File: src/rtl/regf_bist_if.sv
// Register-file port bundle shared by regf_bist (master) and the lab 2 RegFile (slave).
interface regf_bist_if #(
  parameter int DW = 4,
  parameter int AW = 5
);
  logic          io_write_en;
  logic [AW-1:0] io_write_addr;
  logic [DW-1:0] io_write_data;
  logic [AW-1:0] io_read_addr1;
  logic [AW-1:0] io_read_addr2;
  logic [DW-1:0] io_read_data1;
  logic [DW-1:0] io_read_data2;

  modport master (
    output io_write_en, io_write_addr, io_write_data, io_read_addr1, io_read_addr2,
    input  io_read_data1, io_read_data2
  );

  modport slave (
    input  io_write_en, io_write_addr, io_write_data, io_read_addr1, io_read_addr2,
    output io_read_data1, io_read_data2
  );
endinterface

File: src/rtl/regf_bist.sv
// Write/read-back BIST for the lab 2 RegFile: true then inverted pattern, dual-port compare.
// Optional build macro REGF_BIST_X0_EN: address 0 is expected to read back as zero.
module regf_bist #(
  parameter int DW = 4,
  parameter int AW = 5,
  parameter int EW = 8
) (
  input  logic           clock,
  input  logic           reset,
  input  logic           io_start,
  input  logic [DW-1:0]  io_seed,
  regf_bist_if.master    rf,
  output logic           io_busy,
  output logic           io_done,
  output logic           io_pass,
  output logic [EW-1:0]  io_err_count,
  output logic           io_fail_valid,
  output logic [AW-1:0]  io_fail_addr
);

  typedef enum logic [1:0] {IDLE, WRITE, READ, DONE} state_t;

  localparam logic [AW-1:0] LAST = '1;

  state_t        state;
  logic          inv;
  logic [AW-1:0] i;
  logic [DW-1:0] seed;
  logic          mis1;
  logic          mis2;
  logic [EW-1:0] err_next;

  function automatic logic [DW-1:0] pat_fn(input logic [AW-1:0] a, input logic [DW-1:0] s);
    return DW'(a) + s;
  endfunction

  function automatic logic [DW-1:0] exp_fn(input logic [AW-1:0] a, input logic [DW-1:0] s,
                                           input logic p);
    return p ? ~pat_fn(a, s) : pat_fn(a, s);
  endfunction

  function automatic logic [DW-1:0] chk_fn(input logic [AW-1:0] a, input logic [DW-1:0] s,
                                           input logic p);
`ifdef REGF_BIST_X0_EN
    if (a == '0) return '0;
`endif
    return exp_fn(a, s, p);
  endfunction

  function automatic logic [EW-1:0] sat_add(input logic [EW-1:0] cnt, input logic [1:0] inc);
    logic [EW:0] sum;
    sum = {1'b0, cnt} + (EW+1)'(inc);
    return sum[EW] ? '1 : sum[EW-1:0];
  endfunction

  // Compare stage: read data arrives combinationally for the addresses presented this cycle
  always_comb begin
    mis1     = (state == READ) && (rf.io_read_data1 != chk_fn(rf.io_read_addr1, seed, inv));
    mis2     = (state == READ) && (rf.io_read_data2 != chk_fn(rf.io_read_addr2, seed, inv));
    err_next = sat_add(io_err_count, {1'b0, mis1} + {1'b0, mis2});
  end

  always_ff @(posedge clock) begin
    if (state == IDLE && io_start) seed <= io_seed;
  end

  // Sequencer: every output is registered one cycle ahead of the step it drives
  always_ff @(posedge clock or negedge reset) begin
    if (!reset) begin
      state            <= IDLE;
      inv              <= 1'b0;
      i                <= '0;
      rf.io_write_en   <= 1'b0;
      rf.io_write_addr <= '0;
      rf.io_write_data <= '0;
      rf.io_read_addr1 <= '0;
      rf.io_read_addr2 <= '0;
      io_busy          <= 1'b0;
      io_done          <= 1'b0;
      io_pass          <= 1'b0;
      io_err_count     <= '0;
      io_fail_valid    <= 1'b0;
      io_fail_addr     <= '0;
    end else begin
      io_done <= 1'b0;
      case (state)
        IDLE: begin
          if (io_start) begin
            state            <= WRITE;
            inv              <= 1'b0;
            i                <= '0;
            io_busy          <= 1'b1;
            rf.io_write_en   <= 1'b1;
            rf.io_write_addr <= '0;
            rf.io_write_data <= pat_fn('0, io_seed);
            io_pass          <= 1'b0;
            io_err_count     <= '0;
            io_fail_valid    <= 1'b0;
            io_fail_addr     <= '0;
          end
        end
        WRITE: begin
          if (i == LAST) begin
            state            <= READ;
            i                <= '0;
            rf.io_write_en   <= 1'b0;
            rf.io_read_addr1 <= '0;
            rf.io_read_addr2 <= LAST;
          end else begin
            i                <= i + 1'b1;
            rf.io_write_addr <= i + 1'b1;
            rf.io_write_data <= exp_fn(i + 1'b1, seed, inv);
          end
        end
        READ: begin
          io_err_count <= err_next;
          if ((mis1 || mis2) && !io_fail_valid) begin
            io_fail_valid <= 1'b1;
            io_fail_addr  <= mis1 ? rf.io_read_addr1 : rf.io_read_addr2;
          end
          if (i == LAST) begin
            i <= '0;
            if (!inv) begin
              state            <= WRITE;
              inv              <= 1'b1;
              rf.io_write_en   <= 1'b1;
              rf.io_write_addr <= '0;
              rf.io_write_data <= exp_fn('0, seed, 1'b1);
            end else begin
              state   <= DONE;
              io_busy <= 1'b0;
              io_done <= 1'b1;
              io_pass <= (err_next == '0);
            end
          end else begin
            i                <= i + 1'b1;
            rf.io_read_addr1 <= i + 1'b1;
            rf.io_read_addr2 <= LAST - (i + 1'b1);
          end
        end
        DONE: state <= IDLE;
        default: state <= IDLE;
      endcase
    end
  end

endmodule
File: src/flat_wrapper.sv
// flat-port wrapper written by rule: the top's interface ports become plain ports
module regf_bist_flat 
#(
  parameter int DW = 4,
  parameter int AW = 5,
  parameter int EW = 8
)
  (clock, reset, io_start, io_seed, io_busy, io_done, io_pass, io_err_count, io_fail_valid, io_fail_addr, rf_io_write_en, rf_io_write_addr, rf_io_write_data, rf_io_read_addr1, rf_io_read_addr2, rf_io_read_data1, rf_io_read_data2);
  regf_bist_if #(.DW(DW), .AW(AW)) rf_i ();
  input  logic clock;
  input  logic reset;
  input  logic io_start;
  input  logic [DW-1:0] io_seed;
  output logic io_busy;
  output logic io_done;
  output logic io_pass;
  output logic [EW-1:0] io_err_count;
  output logic io_fail_valid;
  output logic [AW-1:0] io_fail_addr;
  output wire logic [$bits(rf_i.io_write_en)-1:0] rf_io_write_en;
  output wire logic [$bits(rf_i.io_write_addr)-1:0] rf_io_write_addr;
  output wire logic [$bits(rf_i.io_write_data)-1:0] rf_io_write_data;
  output wire logic [$bits(rf_i.io_read_addr1)-1:0] rf_io_read_addr1;
  output wire logic [$bits(rf_i.io_read_addr2)-1:0] rf_io_read_addr2;
  input wire logic [$bits(rf_i.io_read_data1)-1:0] rf_io_read_data1;
  input wire logic [$bits(rf_i.io_read_data2)-1:0] rf_io_read_data2;
  assign rf_io_write_en = rf_i.io_write_en;
  assign rf_io_write_addr = rf_i.io_write_addr;
  assign rf_io_write_data = rf_i.io_write_data;
  assign rf_io_read_addr1 = rf_i.io_read_addr1;
  assign rf_io_read_addr2 = rf_i.io_read_addr2;
  assign rf_i.io_read_data1 = rf_io_read_data1;
  assign rf_i.io_read_data2 = rf_io_read_data2;
  regf_bist #(.DW(DW), .AW(AW), .EW(EW)) u_core (.clock(clock), .reset(reset), .io_start(io_start), .io_seed(io_seed), .rf(rf_i), .io_busy(io_busy), .io_done(io_done), .io_pass(io_pass), .io_err_count(io_err_count), .io_fail_valid(io_fail_valid), .io_fail_addr(io_fail_addr));
endmodule
File: config.mk
export PLATFORM = sky130hd
export DESIGN_NAME = regf_bist_flat
export DESIGN_NICKNAME = d
export VERILOG_FILES = /design/src/rtl/regf_bist_if.sv /design/src/rtl/regf_bist.sv /design/src/flat_wrapper.sv
export SDC_FILE = /design/constraint.sdc
export NUM_CORES = 1
export LEC_CHECK = 0
export CORE_MARGIN = 3
export CORE_UTILIZATION = 45
export DETAILED_ROUTE_END_ITERATION = 8
export PLACE_DENSITY = 0.7
export SKIP_CTS_REPAIR_TIMING = 1
export SLEW_MARGIN = 20
export SYNTH_ARGS = -nofsm -noshare
export SYNTH_HDL_FRONTEND = slang
export SYNTH_SLANG_ARGS = --single-unit
File: constraint.sdc
create_clock -name clock -period 6.15 [get_ports clock]
set_input_delay 1.5375 -clock clock [delete_from_list [all_inputs] [get_ports clock]]
set_output_delay 1.5375 -clock clock [all_outputs]
set_load 0.03 [all_outputs]
==> results of run 1 <==
-- layout make-up --
cell class	instances	area [um2]	share of cell area (%)
well taps	77	96.3	2.61
multi-input cells	250	1680	45.5
repair buffers	53	523	14.1
clock inverters	3	46.3	1.25
clock buffers	5	68.8	1.86
inverters	9	33.8	0.914
flip-flops and latches	49	1250	33.7
-- Yosys cell counts, drive strengths merged, types with 3 or more instances --
cell type	n
a21o	4
a21oi	29
a22o	3
a311oi	4
a31oi	5
and3	8
buf	3
clkbuf	11
dfrtp	45
edfxtp	4
fa	4
ha	16
inv	9
nand2	40
nand2b	3
nand3	7
nand4	5
nor2	24
nor2b	3
nor3	8
o211ai	4
o21ai	28
o221ai	5
o31ai	3
xnor2	14
xor2	11
-- critical path, delay by kind of cell --
family	cells	cell delay, ns
adders and majority gates	2	0.69
AOI/OAI and AO/OA	4	0.73
and+or+nand+nor	3	0.69
buffers and inverters	3	0.76
xor gates and xnor gates	1	0.19
-- registers in the layout (all words and copies together), names as in the netlist --
name,cells
u_core.io_err_count,8
u_core.i,5
u_core.io_fail_addr,5
u_core.rf.io_read_addr1,5
u_core.rf.io_read_addr2,5
u_core.rf.io_write_addr,5
u_core.rf.io_write_data,4
u_core.seed,4
u_core.state,2
u_core.inv,1
u_core.io_busy,1
u_core.io_done,1
u_core.io_fail_valid,1
u_core.io_pass,1
u_core.rf.io_write_en,1
-- power groups by stage --
stage	registers, mW	clock network (mW)	logic, mW
4_1_cts	0.402	0.247	0.258
6_report	0.402	0.243	0.257
3_5_place_dp	0.408	0	0.255
2_1_floorplan	0.443	0	0.123
5_1_grt	0.411	0.262	0.282
3_3_place_gp	0.408	0	0.256
-- layout by cell type (no fill, tap or decap), types with 3 or more instances in the layout --
| cell type | instances |
|---|---|
| a21oi_1 | 29 |
| and3_1 | 7 |
| a31oi_1 | 5 |
| nor2b_1 | 3 |
| a21o_1 | 4 |
| o221ai_2 | 5 |
| clkbuf_8 | 5 |
| o21ai_1 | 3 |
| o21ai_0 | 25 |
| nor3_1 | 8 |
| a311oi_1 | 4 |
| a22o_1 | 3 |
| nand3_1 | 7 |
| dfrtp_1 | 45 |
| edfxtp_1 | 4 |
| xor2_1 | 11 |
| o31ai_1 | 3 |
| inv_1 | 9 |
| buf_4 | 3 |
| ha_1 | 16 |
| nor2_1 | 23 |
| fa_1 | 4 |
| nand2_1 | 39 |
| clkdlybuf4s50_1 | 50 |
| o211ai_1 | 4 |
| nand4_1 | 5 |
| xnor2_1 | 13 |
-- through the flow --
| step | utilization [%] | total power [mW] | hold slack, ns | cells |
|---|---|---|---|---|
| 6_report | 57.6 | 0.901 | 0.489 | 446 |
| 5_1_grt | 57.6 | 0.955 | 0.530 | 446 |
| 4_1_cts | 57.5 | 0.907 | 0.499 | 446 |
| 3_5_place_dp | 55.7 | 0.664 | 0.472 | 438 |
| 3_3_place_gp | 55.7 | 0.664 | 0.467 | 438 |
| 2_1_floorplan | - | 0.566 | 0.472 | 322 |
-- cell families (layout without fill, tap and decap cells) --
logic type      after synthesis  count (layout)  synth area share, %
simple gates                108             108                 17.0
compound gates               96              96                 21.2
flops                        49              49                 41.3
xor+xnor                     25              25                 7.50
buf+inv                      23              70                 3.02
fa+ha+maj                    20              20                 9.28
mux                           1               1                0.746
-- per-layer routing --
metal | up-vias | track usage [%]
met2 | 54 | 34.4
met5 | - | 0
met4 | 0 | 4.88
met3 | 4 | 4.14
met1 | 1275 | 29.7
li1 | 1255 | -
-- path summary, 6_finish.rpt --
path,start,end,cells after the start
worst max-delay path,rf_io_read_data1[0],u_core.io_err_count[5],13
worst max register to register,u_core.seed[0],u_core.io_err_count[5],14
min in group asynchronous,reset,u_core.state[0],1
worst min-delay path,u_core.rf.io_write_en,u_core.rf.io_write_en,1
max in group asynchronous,reset,u_core.io_err_count[5],1
worst min register to register,u_core.rf.io_write_en,u_core.rf.io_write_en,1
==> flow_metrics.tcl, run 1 <==
set metrics [dict create \
    status "finished, final reports clean" \
    synth_edf_count 4 \
    drive_gt1_share_pct 6.78 \
    cts.sinks 49 \
    slowest_stage "clkdlybuf4s50_1" \
    top_layer "met4" \
    syn_to_final_growth_pct 22.4 \
    slew_violations 0 \
    worstPathArrival_ns 4.59 \
    fmaxAchievable_mhz 227 \
    hp-class "flop to flop" \
    clk_latency_ns 0.31 \
    synth_fp_nets 357 \
    ant_nets 0 \
    grt_first_pass_wirelength_mm 12.9 \
    netlist_instances 322 \
    dieHeight_um 87.9 \
    synth_top_flop_cell "dfrtp_1" \
    synth.distinct_cells 52 \
    io_pins 52 \
    fillCellCount 586 \
    r2r_setup_slack_ns 2.21 \
    h-tree-depth 2 \
    portBuffers 51 \
    final-hold-violation-count 0 \
    seqPwrFrac_pct 44.6 \
    grt_setup_unrepaired "false" \
    clk_pin_slew_ns 0.10 \
    grt_overflow 0 \
    route.met3.wl_um 247 \
    fin_area_um2 3700 \
    vias 2588 \
    power.ir.vdd_worst_uv 189 \
    grt_max_degree 46 \
    grtUsageTotal_pct 21.3 \
    comb_power_share_pct 28.5 \
    crit_top_cell "and3_1" \
    avgSynthCellArea_um2 9.38 \
    die_width_um 87.9 \
    max-slew-margin-rel_pct 55.8 \
    power.switching_uw 311 \
    drt_first_iter_violations 150 \
    wire_per_inst_um 17.0 \
    dr.pass1.iters 4 \
    cts_buffer_depth 2 \
    first_global_vias 2587 \
    drc_errors 0 \
    synthesis.area_um2 3020 \
    start_util_pct 47.0 \
    crit_required_ns 6.33 \
    ys_ff_latch 49 \
    fin_crit_sh_pct 71.7 \
    cap_violations 0 \
    viasPerCell 5.80 \
    setup_slack_ns 1.74 \
    gp_congestion 0.865 \
    antenna_found_initial 0 \
    cts_buffers 5 \
    async_reset_ff_share_pct 91.8 \
    path_class "input port to flop" \
    yosys.area.top_type_share_pct 37.3 \
    finClkSkew_ns 0.00689 \
    rows 29 \
    placement.setup.worst_slack_ns 1.41 \
    yosys_warnings 0 \
    die_area_um2 7730 \
    cts_root_buf "clkbuf_8" \
    worst_pin_slew_ns 0.664 \
    antennaDiodeCount 0 \
    synth.area.top_cells "dfrtp_1 (37%), ha_1 (6.6%), nand2_1 (4.8%)" \
    finalCriticalPeriod_ns 4.41 \
    wirelength_mm 7.59 \
    route.layer.met1.wl_mm 3.58 \
    final.setup.tns_ns 0 \
    place_area_um2 3580 \
    synth_top_area_cell "dfrtp_1" \
    core_um2 6420 \
    cp_max_fo 11 \
    p_leak_nw 1.55 \
    finalSetupViolCount 0 \
    netSwitchingFraction_pct 34.5 \
    powerDensity_nw_per_um2 244 \
    cpPeakStageDelay_ns 0.47 \
    path_cells "clkdlybuf4s50_1 -> xor2_1 -> and3_2 -> o21ai_0 -> o21ai_1 -> buf_4 -> inv_1 -> fa_1 -> ha_1 -> and3_1 -> and3_1 -> o41ai_1 -> o32ai_1" \
    cts_tree "done" \
    yosysSeqAreaShare_pct 41.3 \
    p_int_uw 590 \
    end_kind "flop" \
    critPathLaunchType "input port" \
    clkPwrFrac_pct 26.9 \
    met2_length_mm 3.70 \
    layout.nets 403 \
    hpwl_mm 5.48 \
]
(Power assumes the default switching activity.)
==> inputs of run 2 (changes only) <==
==> constraint.sdc (replaced) <==
create_clock -name clock -period 4.3 [get_ports clock]
set_input_delay 1.075 -clock clock [delete_from_list [all_inputs] [get_ports clock]]
set_output_delay 1.075 -clock clock [all_outputs]
set_load 0.03 [all_outputs]
==> run 2 against run 1 <==
Against the previous run: global-route usage fell by 0.39 points; final area fell by 0.30%; sequential share of layout area rose by 0.10 points; worst setup slack got worse by 1.2 ns; first-iteration DRC count fell by 2.7%; largest power group unchanged; register-to-register slack got worse by 1.7 ns; core utilization fell by 0.18 points; routed wire length fell by 0.40%; critical path depth did not move; combinational power rose by 46%; clock-buffer cell count did not move; die area did not move.
==> flow_metrics.tcl, run 2 (synthesis gave the netlist of run 1 again) <==
set metrics [dict create \
    status "finished, final reports clean" \
    die_width_um 87.9 \
    path_cells "ha_1 -> fa_1 -> xor2_1 -> and3_2 -> o21ai_0 -> o21ai_1 -> inv_1 -> fa_1 -> ha_1 -> and3_1 -> and3_1 -> o41ai_1 -> o32ai_1" \
    gp_congestion 0.798 \
    slew_violations 0 \
    worst_pin_slew_ns 0.677 \
    antenna_found_initial 0 \
    h-tree-depth 2 \
    worstPathArrival_ns 3.93 \
    p_leak_nw 1.55 \
    fin_area_um2 3690 \
    finClkSkew_ns 0.0157 \
    crit_required_ns 4.49 \
    cts_buffers 5 \
    cts.sinks 49 \
    critPathLaunchType "flop" \
    finalCriticalPeriod_ns 3.75 \
    hpwl_mm 5.47 \
    drt_first_iter_violations 146 \
    placement.setup.worst_slack_ns 0.266 \
    wirelength_mm 7.56 \
    cts_root_buf "clkbuf_8" \
    drive_gt1_share_pct 7.01 \
    die_area_um2 7730 \
    start_util_pct 47.0 \
    slowest_stage "fa_1" \
    largest_register_ffs 8 \
    cpPeakStageDelay_ns 0.50 \
    cp_top_family "adder cells" \
    grt_max_degree 46 \
    drc_errors 0 \
    placed_cells 440 \
    cts_buffer_depth 2 \
    clk_pin_slew_ns 0.10 \
    viasPerCell 5.84 \
    io_pins 52 \
    rows 29 \
    stdcell_count 448 \
    end_kind "flop" \
    layout.nets 405 \
    largest-register "u_core.io_err_count" \
    grt_first_pass_wirelength_mm 12.7 \
    path_buf_inv 1 \
    grtUsageTotal_pct 20.9 \
    syn_to_final_growth_pct 22.0 \
    wire_per_inst_um 16.9 \
    dieHeight_um 87.9 \
    vias 2615 \
    max-slew-margin-rel_pct 54.9 \
    core_um2 6420 \
    grt_setup_unrepaired "false" \
    setup_slack_ns 0.554 \
    final_cell_mix "clkdlybuf4s50_1 (50), dfrtp_1 (45), nand2_1 (39)" \
    fin_crit_sh_pct 87.1 \
    path_class "flop to flop" \
    mostFrequentLayoutCell "clkdlybuf4s50_1" \
    power.ir.vdd_worst_uv 298 \
    final.setup.tns_ns 0 \
    ant_nets 0 \
    antennaDiodeCount 0 \
    portBuffers 51 \
    first_global_vias 2523 \
    dr.pass1.iters 5 \
    cp_max_fo 4 \
    finalSetupViolCount 0 \
    final-hold-violation-count 0 \
    fmaxAchievable_mhz 267 \
    cap_violations 0 \
    clk_latency_ns 0.32 \
    hp-class "flop to flop" \
    powerDensity_nw_per_um2 337 \
    grt_overflow 0 \
    cts_tree "done" \
    place_area_um2 3590 \
]
-- run 2: cell count changes in the layout (fill, tap and decap cells not counted), sizes merged --
cell	change
bufinv	-1
inv	+1
buf	+2
-- run 2: layout make-up --
cell class / instances / area (um2)
fillers: 578 / 2740
inverters: 9 / 33.8
multi-input cells: 250 / 1680
repair buffers: 55 / 538
well taps: 77 / 96.3
clock inverters: 3 / 20.0
clock buffers: 5 / 68.8
flip-flops and latches: 49 / 1250
-- run 2: through the flow --
| stage | hold WS, ns | utilization (%) | power [mW] |
|---|---|---|---|
| 2_1_floorplan | 0.472 | - | 0.810 |
| 3_3_place_gp | 0.467 | 56.0 | 0.961 |
| 3_5_place_dp | 0.474 | 56.0 | 0.959 |
| 4_1_cts | 0.496 | 57.4 | 1.25 |
| 5_1_grt | 0.520 | 57.4 | 1.31 |
| 6_report | 0.490 | 57.4 | 1.24 |
-- run 2: where the power goes --
group          switching [mW]  internal (mW)  total (mW)
clock network           0.171          0.115       0.287
logic                   0.206          0.169       0.375
registers              0.0747          0.505       0.580
-- run 2: tightest hold or removal path, stage by stage, from the launching register on --
cell and delay [ns]:
dfrtp_1 0.35, nand2_1 0.05, o31ai_1 0.05
-- run 2: path summary, 6_finish.rpt --
kind	from	endpoint	slack [ns]	cells past startpoint
worst max-delay path	u_core.seed[0]	u_core.io_err_count[5]	0.55	13
worst min-delay path	u_core.rf.io_write_data[3]	u_core.rf.io_write_data[3]	0.49	2
min in group asynchronous	reset	u_core.rf.io_write_addr[2]	0.76	1
worst min register to register	u_core.rf.io_write_data[3]	u_core.rf.io_write_data[3]	0.49	2
max in group asynchronous	reset	u_core.io_fail_addr[0]	3.13	1
worst max register to register	u_core.seed[0]	u_core.io_err_count[5]	0.55	13
-- run 2: routing by layer --
metal	track usage [%]	up-vias	routed length, um
met5	0	-	0
met3	3.10	8	300
met2	33.0	78	3680
met4	6.28	0	54
li1	-	1263	-
met1	29.8	1266	3520
